$ cat src/rtl/hamming_weight_seq.sv
// hamming_weight_seq
//   Accepts a multi-byte word over a valid/ready handshake, weighs it one
//   byte per cycle (LSB first) through a single shared byte-wide popcount
//   unit, and returns the total Hamming weight over a second handshake.
//
//   Optional build macro: HW_SEQ_SKIP_ZERO_EN
//     When defined, CALC ends early once the remaining (already shifted)
//     bytes are all zero. The result value is the same in both builds.

// Byte-wide combinational popcount used as the shared datapath.
module hamming_weight_cal #(
    parameter int unsigned BIT_STRING_LEN     = 8,
    parameter int unsigned HAMMING_WEIGHT_LEN = 4
) (
    input  logic [BIT_STRING_LEN-1:0]     bit_string,
    output logic [HAMMING_WEIGHT_LEN-1:0] hamming_weight
);

    // Count the set bits of the input string.
    always_comb begin
        hamming_weight = '0;
        for (int unsigned i = 0; i < BIT_STRING_LEN; i++) begin
            hamming_weight = hamming_weight + HAMMING_WEIGHT_LEN'(bit_string[i]);
        end
    end

endmodule

module hamming_weight_seq #(
    parameter int unsigned WORD_BYTES = 4,
    parameter int unsigned WEIGHT_LEN = 6
) (
    input  logic                    clk,
    input  logic                    rst_n,
    input  logic                    in_valid,
    output logic                    in_ready,
    input  logic [8*WORD_BYTES-1:0] in_word,
    output logic                    out_valid,
    input  logic                    out_ready,
    output logic [WEIGHT_LEN-1:0]   out_weight,
    output logic                    busy
);

    localparam int unsigned CNT_W = (WORD_BYTES > 1) ? $clog2(WORD_BYTES) : 1;
    localparam logic [CNT_W-1:0] LAST_BYTE = CNT_W'(WORD_BYTES - 1);

    typedef enum logic [1:0] {
        IDLE = 2'd0,
        CALC = 2'd1,
        DONE = 2'd2
    } state_t;

    state_t                  state_q;
    logic [8*WORD_BYTES-1:0] shreg_q;
    logic [8*WORD_BYTES-1:0] shreg_d;
    logic [WEIGHT_LEN-1:0]   acc_q;
    logic [WEIGHT_LEN-1:0]   acc_d;
    logic [CNT_W-1:0]        cnt_q;
    logic                    out_valid_q;
    logic [WEIGHT_LEN-1:0]   out_weight_q;
    logic [3:0]              byte_weight;
    logic                    last_d;

    hamming_weight_cal #(
        .BIT_STRING_LEN     (8),
        .HAMMING_WEIGHT_LEN (4)
    ) u_cal (
        .bit_string     (shreg_q[7:0]),
        .hamming_weight (byte_weight)
    );

    // Next accumulator / shift-register values and the end-of-word decision.
    always_comb begin
        acc_d   = acc_q + WEIGHT_LEN'(byte_weight);
        shreg_d = shreg_q >> 8;
        last_d  = (cnt_q == LAST_BYTE);
`ifdef HW_SEQ_SKIP_ZERO_EN
        if (shreg_d == '0) begin
            last_d = 1'b1;
        end
`endif
    end

    // Sequencer FSM with registered result outputs.
    always_ff @(posedge clk or negedge rst_n) begin
        if (!rst_n) begin
            state_q      <= IDLE;
            shreg_q      <= '0;
            acc_q        <= '0;
            cnt_q        <= '0;
            out_valid_q  <= 1'b0;
            out_weight_q <= '0;
        end else begin
            case (state_q)
                IDLE: begin
                    if (in_valid) begin
                        shreg_q <= in_word;
                        acc_q   <= '0;
                        cnt_q   <= '0;
                        state_q <= CALC;
                    end
                end
                CALC: begin
                    acc_q   <= acc_d;
                    shreg_q <= shreg_d;
                    cnt_q   <= cnt_q + 1'b1;
                    if (last_d) begin
                        out_weight_q <= acc_d;
                        out_valid_q  <= 1'b1;
                        state_q      <= DONE;
                    end
                end
                DONE: begin
                    if (out_ready) begin
                        out_valid_q <= 1'b0;
                        state_q     <= IDLE;
                    end
                end
                default: begin
                    out_valid_q <= 1'b0;
                    state_q     <= IDLE;
                end
            endcase
        end
    end

    // Handshake decode depends on the state register only.
    always_comb begin
        in_ready = (state_q == IDLE);
        busy     = (state_q == CALC) || (state_q == DONE);
    end

    assign out_valid  = out_valid_q;
    assign out_weight = out_weight_q;

endmodule

$ cat config.mk
export PLATFORM = sky130hd
export DESIGN_NAME = hamming_weight_seq
export DESIGN_NICKNAME = d
export VERILOG_FILES = /design/src/rtl/hamming_weight_seq.sv
export SDC_FILE = /design/constraint.sdc
export NUM_CORES = 1
export LEC_CHECK = 0
export ABC_AREA = 0
export BUFFER_PORTS_ARGS = -buffer_cell sky130_fd_sc_hd__buf_4
export CORE_ASPECT_RATIO = 0.7
export CORE_MARGIN = 3
export CORE_UTILIZATION = 35
export CTS_BUF_LIST = sky130_fd_sc_hd__clkbuf_16
export DETAILED_ROUTE_END_ITERATION = 6
export GPL_TIMING_DRIVEN = 0
export PLACE_DENSITY_LB_ADDON = 0.05
export SKIP_CTS_REPAIR_TIMING = 1
export SYNTH_ARGS = -nofsm -noshare
export SYNTH_HDL_FRONTEND = slang
export SYNTH_SLANG_ARGS = --single-unit
export TNS_END_PERCENT = 5
$ cat constraint.sdc
create_clock -name clk -period 10.6 [get_ports clk]
set_input_delay 0.53 -clock clk [delete_from_list [all_inputs] [get_ports clk]]
set_output_delay 0.53 -clock clk [all_outputs]
set_load 0.01 [all_outputs]
==> flow_summary.ini <==
[status]
status = complete, no violations

[die]
start_util = 0.371
dieArea_um2 = 8450
die_h_um = 77.8
io_pins = 45
die_w_um = 109
fp-row-count = 25
core_um2 = 6940

[synthesis]
synthArstFlopShare = 1.00
yosys-top-cells-area = dfrtp_1 (48%), mux2i_1 (9.3%), o21ai_0 (6.0%)
syn-mean-instance-area_um2 = 10.7
syn-cell-area_um2 = 2580
synth_nets = 293
synthCells = 241
ys.flop_type = dfrtp_1
ys.warnings.count = 0
ys_seq_area_frac = 0.476
synth.distinct_cells = 35
synth-seq-cells = 49
yosys-top-cells-count = dfrtp_1 (49), nand2_1 (41), o21ai_0 (31)
yosysTopAreaCell = dfrtp_1
synth_edf_count = 0
synth_top_area_share = 0.476
synth_most_common_cell = dfrtp_1

[worst_setup_path]
cp.buffers_inverters = 2
crit_path_cell_trace = ha_1 > inv_1 > fa_1 > fa_1 > fa_1 > inv_1 > fa_1 > ha_1 > a211oi_1 > nor2_1 > xor2_1 > mux2_2
worstPathRequired_ps = 10770
regToRegStartpoint = shreg_q[1]$_DFFE_PN0P_
max_stage_delay_ps = 490
critical-path-top-delay-family = adder cells
crit_top_cell = fa_1
cp_max_fo = 2
startpoint_type = flip-flop
crit_type = reg2reg
setup.worst_path.start = shreg_q[1]$_DFFE_PN0P_
cp-end-kind = flip-flop
crit_arrival_ps = 4080
cpMaxStageDelayCell = fa_1

[clocking]
cts_tree = yes
ctsLongestPathBuffers = 2
numCtsBuffers = 5
cts_root_buffer = clkbuf_16
clock-sinks = 49
clk_pin_slew_worst_paths_ps = 70
htreeDepth = 2
clk_latency_ps = 280

[final_layout]
multi_input_area_um2 = 1180
final_layout_size_suffix_gt1_frac = 0.253
seq_area_um2 = 1230
fin_area_um2 = 3170
syn2layout_area_growth_pct = 23.0
num-fill-cells = 703
diodes = 0
fin_nets = 344

[placed_design]
place.gp.congestion = 0.719
place_hpwl_um = 4140
place_ws_ps = 6710
postPlaceCellArea_um2 = 3030
portBuffers = 44

[global_routing]
grt_first_pass_wirelength_um = 9330
overflow = 0
grt_pass1_vias = 1885
antenna_found_initial = 0
grt_max_degree = 50
grt.total_usage = 0.145

[timing]
finalSetupViolations = 0
holdWs_ps = 271
max_slew_margin = 0.568
drv_slew = 0
hold_viol = 0
finalCriticalPeriod_ps = 3900
rsz0062_at_grt = no
tns_ps = 0
period_share = 0.368
clock.fmax_mhz = 256
worstMarginPinSlew_ps = 648
skew_ps = 4.72
worst_slack_ps = 6700

[min_path]
hold_path.class = in2async

[pwr]
pwr-share-comb = 0.572
p_sw_mw = 0.456
pwr-share-seq = 0.284
p_clk_frac = 0.144
cellPowerDensity_nw_per_um2 = 344
power.internal_mw = 0.636
peakVddDrop_mv = 0.127
p_leak_nw = 1.52
swShare = 0.417

[routing]
wirelength_um = 5520
vias = 1835
drtIter0Drc = 81
remaining_drc_errors = 0
dr.pass1.iters = 6
wire_per_inst_um = 14.3
ant_nets = 0
vias_per_cell = 4.74

[run]
cap_violations = 0
==> worst paths after layout <==
kind                                              to  slack (ps)  cells past startpoint
max                        out_weight[3]$_DFFE_PN0P_        6700                     12
min                        out_weight[0]$_DFFE_PN0P_         270                      1
max reg2reg                out_weight[3]$_DFFE_PN0P_        6700                     12
min reg2reg                  shreg_q[11]$_DFFE_PN0P_         480                      2
max in group asynchronous    shreg_q[18]$_DFFE_PN0P_        9890                      1
min in group clk             shreg_q[11]$_DFFE_PN0P_         480                      2
==> cell families after synthesis <==
kind of cell,count (synthesis),synth area share
fa+ha+maj,16,0.0922
mux,28,0.111
flops,49,0.476
compound gates,66,0.164
xor+xnor,5,0.0170
simple gates,48,0.0738
buf+inv,29,0.0665
==> area by class of cell <==
cell class	instances	share of cell area
Buffer	12	0.0340
Clock buffer	5	0.0395
Timing Repair Buffer	44	0.104
Clock inverter	3	0.00592
Sequential cell	49	0.387
Tap cell	94	0.0371
Multi-Input combinational cell	163	0.372
Inverter	17	0.0201
==> worst reg2reg max path, cell delays in order, from the launching register on <==
cell	delay [ps]
dfrtp_1	390
ha_1	270
inv_1	40
fa_1	490
fa_1	420
fa_1	370
inv_1	100
fa_1	470
ha_1	290
a211oi_1	410
nor2_1	110
xor2_1	160
mux2_2	260
==> sequential cells by signal, summed over array words and instances, names as in the netlist <==
register and flops:
acc_q 6, out_valid 1, cnt_q 2, state_q 2, out_weight 6, shreg_q 32
==> per-stage QoR <==
stage	std cells	utilization	total power, mW
floorplan	241	-	0.784
global placement	379	0.436	0.936
detailed placement	379	0.436	0.952
CTS	387	0.456	1.11
global route	387	0.456	1.22
finish	387	0.456	1.09
==> cell usage in the layout (no fill, tap or decap), drive strengths merged <==
cell type,instances
o31a,1
xor2,3
dfrtp,49
o21ai,40
buf,54
fa,5
ha,11
xnor2,2
a21o,1
a2111oi,1
a22oi,8
a211oi,1
o31ai,2
nand2,41
o221ai,1
mux2,4
a21oi,5
a22o,4
nor2b,2
mux2i,24
clkinvlp,2
and2,1
o22ai,2
clkbuf,7
inv,18
nor2,4
==> per-layer routing <==
layer  part of all wire  GRT usage  up-vias
met3              0.036     0.0341        2
li1                   -          -      933
met2               0.42      0.198       28
met5                  0          0        -
met1               0.54      0.225      872
met4             0.0051     0.0378        0
==> power groups by stage <==
| stage | clock network, mW | registers [mW] | logic (mW) |
|---|---|---|---|
| detailed placement | 0 | 0.315 | 0.637 |
| global placement | 0 | 0.312 | 0.624 |
| floorplan | 0 | 0.308 | 0.476 |
| CTS | 0.162 | 0.311 | 0.639 |
| global route | 0.170 | 0.322 | 0.729 |
| finish | 0.157 | 0.310 | 0.625 |
Power figures use the tool's default switching activity.
